## config.mk

```make
export PLATFORM = sky130hd
export DESIGN_NAME = bus_arbiter_mux
export DESIGN_NICKNAME = d
export VERILOG_FILES = /design/src/rtl/bus_pkg.sv /design/src/rtl/bus_rr_pick.sv /design/src/rtl/bus_arbiter_mux.sv
export SDC_FILE = /design/constraint.sdc
export NUM_CORES = 1
export LEC_CHECK = 0
export CELL_PAD_IN_SITES_DETAIL_PLACEMENT = 0
export CELL_PAD_IN_SITES_GLOBAL_PLACEMENT = 1
export CORE_UTILIZATION = 35
export CTS_BUF_LIST = sky130_fd_sc_hd__clkbuf_2 sky130_fd_sc_hd__clkbuf_4 sky130_fd_sc_hd__clkbuf_8
export CTS_CLUSTER_SIZE = 40
export DETAILED_ROUTE_END_ITERATION = 8
export GPL_TIMING_DRIVEN = 0
export PLACE_DENSITY = 0.77
export SETUP_SLACK_MARGIN = 0.15
export SLEW_MARGIN = 0
export SYNTH_ARGS = -nofsm -noshare
export SYNTH_HDL_FRONTEND = slang
export SYNTH_HIERARCHICAL = 1
export SYNTH_SLANG_ARGS = --single-unit
export TNS_END_PERCENT = 1
```

## constraint.sdc

```tcl
create_clock -name clk -period 4.29 [get_ports clk]
set_input_delay 1.0725 -clock clk [delete_from_list [all_inputs] [get_ports clk]]
set_output_delay 1.0725 -clock clk [all_outputs]
set_load 0.02 [all_outputs]
```

## src/rtl/bus_pkg.sv

```systemverilog
// Shared definitions for the bus arbiter/mux slice.
//   ARB_PRIO / ARB_RR : arbitration mode constants for the MODE parameter
//   arb_state_e       : arbiter FSM state (IDLE, OWNED)
//   DEF_N_SRC/DEF_DATA_W : default driver count and bus width
//   own_w()           : width of a source index, never less than 1
package bus_pkg;

  localparam int ARB_PRIO   = 0;
  localparam int ARB_RR     = 1;
  localparam int DEF_N_SRC  = 5;
  localparam int DEF_DATA_W = 8;

  typedef enum logic {
    IDLE  = 1'b0,
    OWNED = 1'b1
  } arb_state_e;

  function automatic int own_w(input int n);
    return (n > 1) ? $clog2(n) : 1;
  endfunction

endpackage

```

## src/rtl/bus_rr_pick.sv

```systemverilog
// Combinational rotating-priority picker.
//   req     : request vector
//   ptr     : index searched first; search proceeds upward, wrapping to 0
//   win     : one-hot winner (0 when no request)
//   win_idx : winner index (0 when no request)
//   any     : at least one request
// Fixed priority is the same search with ptr tied to 0.
module bus_rr_pick
  import bus_pkg::*;
#(
  parameter int N_SRC = DEF_N_SRC,
  parameter int OWN_W = own_w(N_SRC)
) (
  input  logic [N_SRC-1:0] req,
  input  logic [OWN_W-1:0] ptr,
  output logic [N_SRC-1:0] win,
  output logic [OWN_W-1:0] win_idx,
  output logic             any
);

  always_comb begin
    int j;
    j       = 0;
    win     = '0;
    win_idx = '0;
    any     = |req;
    // Walk the search order backwards so the last hit written is the
    // first one in order from ptr.
    for (int k = N_SRC - 1; k >= 0; k--) begin
      j = int'(ptr) + k;
      if (j >= N_SRC) j = j - N_SRC;
      if (req[j]) begin
        win     = '0;
        win[j]  = 1'b1;
        win_idx = OWN_W'(j);
      end
    end
  end

endmodule

```

## src/rtl/bus_arbiter_mux.sv

```systemverilog
// Parametrised bus arbiter and registered data mux.
//   clk, rst_n        : clock, asynchronous active-low reset
//   src_en            : per-source drive request
//   src_data          : flattened source data, source i at [i*DATA_W +: DATA_W]
//   lock              : keep the current grant beyond one cycle
//   clr_sticky        : clears contention_sticky (and contention_count)
//   bus_data/bus_valid: registered bus value and its valid flag
//   grant/bus_owner   : registered one-hot grant and owner index (0 when idle)
//   contention        : registered: more than one src_en high last cycle
//   contention_sticky : latched contention, set wins over clear
// Optional: define BUS_ARBITER_CONTENTION_CNT_EN to add a saturating
// contention_count[CNT_W] output.
module bus_arbiter_mux
  import bus_pkg::*;
#(
  parameter  int N_SRC  = DEF_N_SRC,
  parameter  int DATA_W = DEF_DATA_W,
  parameter  int MODE   = ARB_PRIO,
  parameter  int CNT_W  = 8,
  localparam int OWN_W  = own_w(N_SRC)
) (
  input  logic                    clk,
  input  logic                    rst_n,
  input  logic [N_SRC-1:0]        src_en,
  input  logic [N_SRC*DATA_W-1:0] src_data,
  input  logic                    lock,
  input  logic                    clr_sticky,
  output logic [DATA_W-1:0]       bus_data,
  output logic                    bus_valid,
  output logic [N_SRC-1:0]        grant,
  output logic [OWN_W-1:0]        bus_owner,
  output logic                    contention,
`ifdef BUS_ARBITER_CONTENTION_CNT_EN
  output logic [CNT_W-1:0]        contention_count,
`endif
  output logic                    contention_sticky
);

  if (N_SRC < 1 || DATA_W < 1 || CNT_W < 1) begin : g_bad_param
    $error("bus_arbiter_mux: N_SRC, DATA_W and CNT_W must be >= 1");
  end

  arb_state_e       state;
  logic [OWN_W-1:0] rr_ptr;

  logic [N_SRC-1:0] pick_win;
  logic [OWN_W-1:0] pick_idx;
  logic             pick_any;
  logic [OWN_W-1:0] pick_ptr;
  logic [OWN_W-1:0] ptr_nxt;
  logic             hold;
  logic             multi;
  logic [OWN_W-1:0] sel_idx;
  logic [DATA_W-1:0] sel_data;

  assign pick_ptr = (MODE == ARB_RR) ? rr_ptr : '0;

  bus_rr_pick #(.N_SRC(N_SRC), .OWN_W(OWN_W)) u_pick (
    .req     (src_en),
    .ptr     (pick_ptr),
    .win     (pick_win),
    .win_idx (pick_idx),
    .any     (pick_any)
  );

  // Ownership survives only while both lock and the owner's request stay
  // up; otherwise this cycle is arbitrated like IDLE (no bubble).
  assign hold     = (state == OWNED) && lock && src_en[bus_owner];
  // More than one bit set: clearing the lowest set bit leaves something.
  assign multi    = |(src_en & (src_en - N_SRC'(1)));
  assign sel_idx  = hold ? bus_owner : pick_idx;
  assign sel_data = src_data[sel_idx*DATA_W +: DATA_W];
  assign ptr_nxt  = (pick_idx == OWN_W'(N_SRC - 1)) ? '0 : pick_idx + OWN_W'(1);

  always_ff @(posedge clk or negedge rst_n) begin
    if (!rst_n) begin
      state             <= IDLE;
      rr_ptr            <= '0;
      bus_data          <= '0;
      bus_valid         <= 1'b0;
      grant             <= '0;
      bus_owner         <= '0;
      contention        <= 1'b0;
      contention_sticky <= 1'b0;
    end else begin
      contention        <= multi;
      contention_sticky <= multi | (contention_sticky & ~clr_sticky);
      if (hold) begin
        bus_data  <= sel_data;
        bus_valid <= 1'b1;
      end else if (pick_any) begin
        bus_data  <= sel_data;
        bus_valid <= 1'b1;
        grant     <= pick_win;
        bus_owner <= pick_idx;
        state     <= lock ? OWNED : IDLE;
        if (MODE == ARB_RR) rr_ptr <= ptr_nxt;
      end else begin
        bus_data  <= '0;
        bus_valid <= 1'b0;
        grant     <= '0;
        bus_owner <= '0;
        state     <= IDLE;
      end
    end
  end

`ifdef BUS_ARBITER_CONTENTION_CNT_EN
  // Counts the same events that set contention; clear beats increment.
  always_ff @(posedge clk or negedge rst_n) begin
    if (!rst_n)                   contention_count <= '0;
    else if (clr_sticky)          contention_count <= '0;
    else if (multi && !(&contention_count))
      contention_count <= contention_count + CNT_W'(1);
  end
`endif

endmodule

```

# Word-level counts from Yosys, hierarchy flattened
# Cells that the tools add are included.
# W data, S select, Z words.
classes:
  addsub: 1
  magnitude_cmp: 1
  n_shift: 1
  muxes: 21
  bitwise: 4
  reduce_logical: 4
ops:
  columns: ["op", "n"]
  rows:
  - ["$shiftx A40 B7 Y8", 1]
  - ["$mux W5", 6]
  - ["$mux W3", 7]
  - ["$mux W8", 2]
  - ["$reduce_or A5 Y1", 2]
  - ["$and A5 B5 Y5", 1]
  - ["$mux W1", 5]
  - ["$sub A5 B1 Y5 const B", 1]
  - ["$lt A3 B4 Y1 const B", 1]
  - ["$bmux W1 S3", 1]
  - ["$logic_and A1 B1 Y1", 2]
  - ["$and A1 B1 Y1", 1]
  - ["$not A1 Y1", 1]
  - ["$or A1 B1 Y1", 1]
totals:
  register_bits: 20
  input_bits: 49
  output_inout_bits: 19
  wordCells: 39

# Logic depth before layout (Yosys ltp)
logic_depth:
  word_depth: 9
  ltp_mapped: 18
  mapped_depth_nobuf: 16

# Modules after synthesis
# Netlist, hierarchy kept.
by_module_without_submodules:
  columns: ["mod", "instances", "cells_per_inst", "area_per_inst_um2", "seq_area_each_um2"]
  rows:
  - ["bus_rr_pick", 1, 264, 1891.8, 0.0]
  - ["bus_arbiter_mux", 1, 126, 1262.5, 500.5]

# Worst setup path after synthesis
# Ideal clock, no wire load.
synth_timing:
  path_kind: "input port to flip-flop"
  startpoint: "input src_en[1]"
  endpoint: "register bus_data[4]"
  setup_time_ps: 142
  t_arrival_ps: 2995
  required_time_ps: 4148
  setup_slack_ps: 1153
  stages: 12
  n_path_buf: 2
  path_cell_list: "clkbuf_1 mux2i_1 nor4b_4 a21oi_1 or2_1 a31oi_1 o21a_1 o21ai_4 buf_2 and3_1 o21ai_0 o221ai_1"
synth_between:
  elab_cells_between_ends: 10
  cone_classes: "shift: 1; mux: 7; reduce/logical: 2"
synth_lines:
  columns: ["element", "line", "source"]
  rows:
  - ["start: declaration", "bus_arbiter_mux.sv:24", "input logic [N_SRC-1:0] src_en,"]
  - ["$mux W3 (*) (2 in series)", "bus_rr_pick.sv:32", "if (req[j]) begin"]
  - ["net pick_idx[0]", "bus_arbiter_mux.sv:47", "logic [OWN_W-1:0] pick_idx;"]
  - ["$mux W3 (*)", "bus_arbiter_mux.sv:71", "assign sel_idx = hold ? bus_owner : pick_idx;"]
  - ["$shiftx A40 B7 Y8 (*)", "bus_arbiter_mux.sv:72", "assign sel_data = src_data[sel_idx*DATA_W +: DATA_W];"]
  - ["$mux W8", "bus_arbiter_mux.sv:91", "end else if (pick_any) begin"]
  - ["$mux W8 (*)", "bus_arbiter_mux.sv:88", "if (hold) begin"]
  - ["end signal: assignment", "bus_arbiter_mux.sv:89", "bus_data <= sel_data;"]
  - ["end signal: assignment", "bus_arbiter_mux.sv:92", "bus_data <= sel_data;"]
  - ["end: declaration", "bus_arbiter_mux.sv:28", "output logic [DATA_W-1:0] bus_data,"]
# The timed path passes the listed nets; every way through them passes the cells marked *. The select of a mux whose other input is x is not followed.
# A chain may end at the register's enable or synchronous reset.

# Final worst setup path
layout_timing:
  startpoint: "input src_en[3]"
  endpoint: "register bus_data[0]"
layout_between:
  elab_chain_cells: 8
  elab_cells_between_ends: 12
  cone_classes: "shift: 1; mux: 9; reduce/logical: 2"
layout_lines:
  columns: ["element", "line"]
  rows:
  - ["$mux W3 (*) (4 in series)", "bus_rr_pick.sv:32"]
  - ["net pick_idx[2]", "bus_arbiter_mux.sv:47"]
  - ["$mux W3 (*)", "bus_arbiter_mux.sv:71"]
  - ["$shiftx A40 B7 Y8 (*)", "bus_arbiter_mux.sv:72"]
  - ["$mux W8", "bus_arbiter_mux.sv:91"]
  - ["$mux W8 (*)", "bus_arbiter_mux.sv:88"]
# Marks and branches as above.

==> impl_metrics.env <==
export IMPL_power_density_nw_per_um2=358
export IMPL_clk_pin_slew_worst_paths_ps=80
export IMPL_path_max_fanout=9
export IMPL_cp_arrival_ps=4090
export IMPL_viasPerCell=5.63
export IMPL_swShare_pct=43.9
export IMPL_placed_cells=587
export IMPL_area_growth_pct=30.5
export IMPL_grt_pass1_vias=3217
export IMPL_crit_type="input pin to register"
export IMPL_ys_top_cells_by_count="nand2_1 (32), mux2i_1 (22), nor2_1 (22)"
export IMPL_io_pin_count=68
export IMPL_dieHeight_um=96.9
export IMPL_syn_area_per_cell_um2=8.09
export IMPL_cts_setup_buffers=0
export IMPL_numCtsBuffers=3
export IMPL_rows=34
export IMPL_dp_final_hpwl_um=7880
export IMPL_synth_area_leaders="dfrtp_1 (16%), mux2i_1 (7.0%), ha_1 (5.2%)"
export IMPL_ctsResizeCount=0
export IMPL_fin_cells=591
export IMPL_path_cells="clkdlybuf4s50_1, clkbuf_1, mux2i_1, nor2_1, o41ai_1, o2111ai_1, o211ai_1, a41oi_1, a21oi_1, a21oi_2, o21ai_0, o221ai_1"
export IMPL_synth_edf_count=0
export IMPL_dieArea_um2=9400
export IMPL_period_share_pct=92.5
export IMPL_p_leak_nw=1.74
export IMPL_clockBufferDepth=2
export IMPL_routed_wl_um=9730
export IMPL_netlist_instances=390
export IMPL_floorplan_initialDensity_pct=36.2
export IMPL_io_buffers=67
export IMPL_min_path_type="register to register"
export IMPL_drive_above_1_share_pct=12.8
export IMPL_vias=3330
export IMPL_antennaDiodeCount=0
export IMPL_layout_min_cycle_time_ps=3970
export IMPL_ys_seq_area_share_pct=15.9
export IMPL_fillers=885
export IMPL_syn_area_um2=3150
export IMPL_multi_input_area_um2=2510
export IMPL_pwr_share_clk_pct=12.8
export IMPL_synth_flop_cell="dfrtp_1"
export IMPL_maxCapViolations=0
export IMPL_antenna_left=0
export IMPL_yosys_register_bits=20
export IMPL_gp_congestion=0.903
export IMPL_drc_errors=0
export IMPL_combPwrFrac_pct=67.1
export IMPL_ys_warn_count=6
export IMPL_fin_nets=547
export IMPL_whs_ps=491
export IMPL_core_region_area_um2=8720
export IMPL_insertion_delay_ps=260
export IMPL_rsz0062_at_grt="no"
export IMPL_crit_required_ps=4410
export IMPL_crit_buf_inv=2
export IMPL_grt_pass1_wl_um=16000
export IMPL_cts_root_buffer="clkbuf_8"
export IMPL_irDropWorstVdd_mv=0.217
export IMPL_regArea_um2=500
export IMPL_worstMarginPinSlew_ps=921
export IMPL_setup_violations=0
export IMPL_critical_path_max_stage_delay_ps=540
export IMPL_die_width_um=96.9
export IMPL_synth_most_common_cell="nand2_1"
export IMPL_power_switching_mw=0.647
export IMPL_grt_use_total_pct=20.7
export IMPL_grt_max_degree=21
export IMPL_synth_top_area_share_pct=15.9
export IMPL_finalHoldViolCount=0
export IMPL_antenna_found_initial=0
export IMPL_drtPass1Iterations=5
export IMPL_cts_hold_buf=0
export IMPL_drt_iter0_markers=208
export IMPL_cts_tree="done"
export IMPL_fmax_ghz=0.252
export IMPL_cts_sinks=20
export IMPL_slew_violations=0
export IMPL_end_kind="register"
export IMPL_yosys_area_top_type="dfrtp_1"
export IMPL_critPathLaunchType="input pin"
export IMPL_cpLargestDelayFamily="compound AO/OA/AOI/OAI gates"
export IMPL_internal_power_mw=0.827
export IMPL_max_slew_margin_pct=38.4
export IMPL_wl_per_cell_um=16.5
export IMPL_grt_overflow=0
export IMPL_final_setup_skew_ps=3.53
export IMPL_htreeDepth=1
export IMPL_synth_cell_type_count=95
export IMPL_status="complete, no violations"
export IMPL_cpMaxStageDelayCell="o41ai_1"
export IMPL_seq_power_share_pct=20.1
export IMPL_async_reset_ff_share_pct=100
[cell families (layout without fill, tap and decap cells)]
| logic type | after synthesis | count (layout) | share of synthesized area (%) |
|---|---|---|---|
| simple gates | 149 | 149 | 27.1 |
| compound gates | 131 | 131 | 33.2 |
| buf+inv | 42 | 113 | 7.30 |
| mux | 27 | 27 | 8.96 |
| flops | 20 | 20 | 15.9 |
| fa+ha+maj | 15 | 15 | 6.11 |
| xor+xnor | 5 | 5 | 1.39 |
| other cells | 1 | 23 | 0.119 |
[area by class of cell]
| class | count | area share (%) |
|---|---|---|
| multi-input combinational | 350 | 61.0 |
| timing repair buffer | 67 | 16.3 |
| sequential | 20 | 12.2 |
| buffer | 22 | 3.77 |
| tap | 108 | 3.28 |
| inverter | 20 | 1.82 |
| clock buffer | 3 | 1.00 |
| clock inverter | 1 | 0.729 |
[state kept, by name, indices dropped and copies added, names as in the netlist]
register / count
contention: 1
contention_sticky: 1
state: 1
bus_data: 8
bus_valid: 1
grant: 5
bus_owner: 3
[worst paths after layout]
path                       slack (ps)  depth (start not counted)                          end                      from
max                               320                         12        bus_data[0]$_DFF_PN0_                 src_en[3]
min                               490                          2         grant[4]$_DFFE_PN0N_      grant[4]$_DFFE_PN0N_
max reg2reg                      1970                          8        bus_data[0]$_DFF_PN0_  bus_owner[0]$_DFFE_PN0N_
min reg2reg                       490                          2         grant[4]$_DFFE_PN0N_      grant[4]$_DFFE_PN0N_
max in group asynchronous        2400                          1     bus_owner[1]$_DFFE_PN0N_                     rst_n
min in group asynchronous        1330                          1  contention_sticky$_DFF_PN0_                     rst_n
[tightest hold or removal path: cells and delay by family (launching register included)]
family | cells | cell delay, ps
simple gates | 2 | 110
flops | 1 | 350
[stage by stage]
stage                     worst slack, ps  power (mW)  area, µm²  utilization, %  TNS (ps)
after detailed placement            -21.2        1.24       4040            46.4     -39.7
after global placement               5.78        1.23       4040            46.4         0
after floorplan                      1150       0.960       3240               -         0
final                                 322        1.47       4120            47.2         0
after CTS                             236        1.43       4110            47.2         0
after global routing                  174        1.58       4120            47.2         0
[per-layer routing]
layer | vias to the layer above | track usage [%] | wire, µm
li1 | 1650 | - | -
met1 | 1574 | 29.3 | 4600
met2 | 96 | 34.9 | 4700
met3 | 10 | 1.66 | 319
met4 | 0 | 2.76 | 104
met5 | - | 0 | 0
[power by group through the flow]
stage                     clock (mW)  sequential (mW)  combinational, mW
after floorplan                    0            0.371              0.589
after global placement             0            0.295              0.939
after detailed placement           0            0.298              0.941
after CTS                      0.192            0.296              0.944
after global routing           0.203            0.304               1.07
final                          0.189            0.296              0.990
[placed cells by master, fill, tap and decap left out, drive strengths merged, types with 11 or more instances in the layout]
master,count
ha,13
nor3,11
conb,23
o221ai,12
mux2i,23
o21ai,23
nor2,22
nand3,17
buf,16
dfrtp,20
nand2,33
inv,19
clkdlybuf4s50,67
a21oi,19
(Power assumes the default switching activity.)
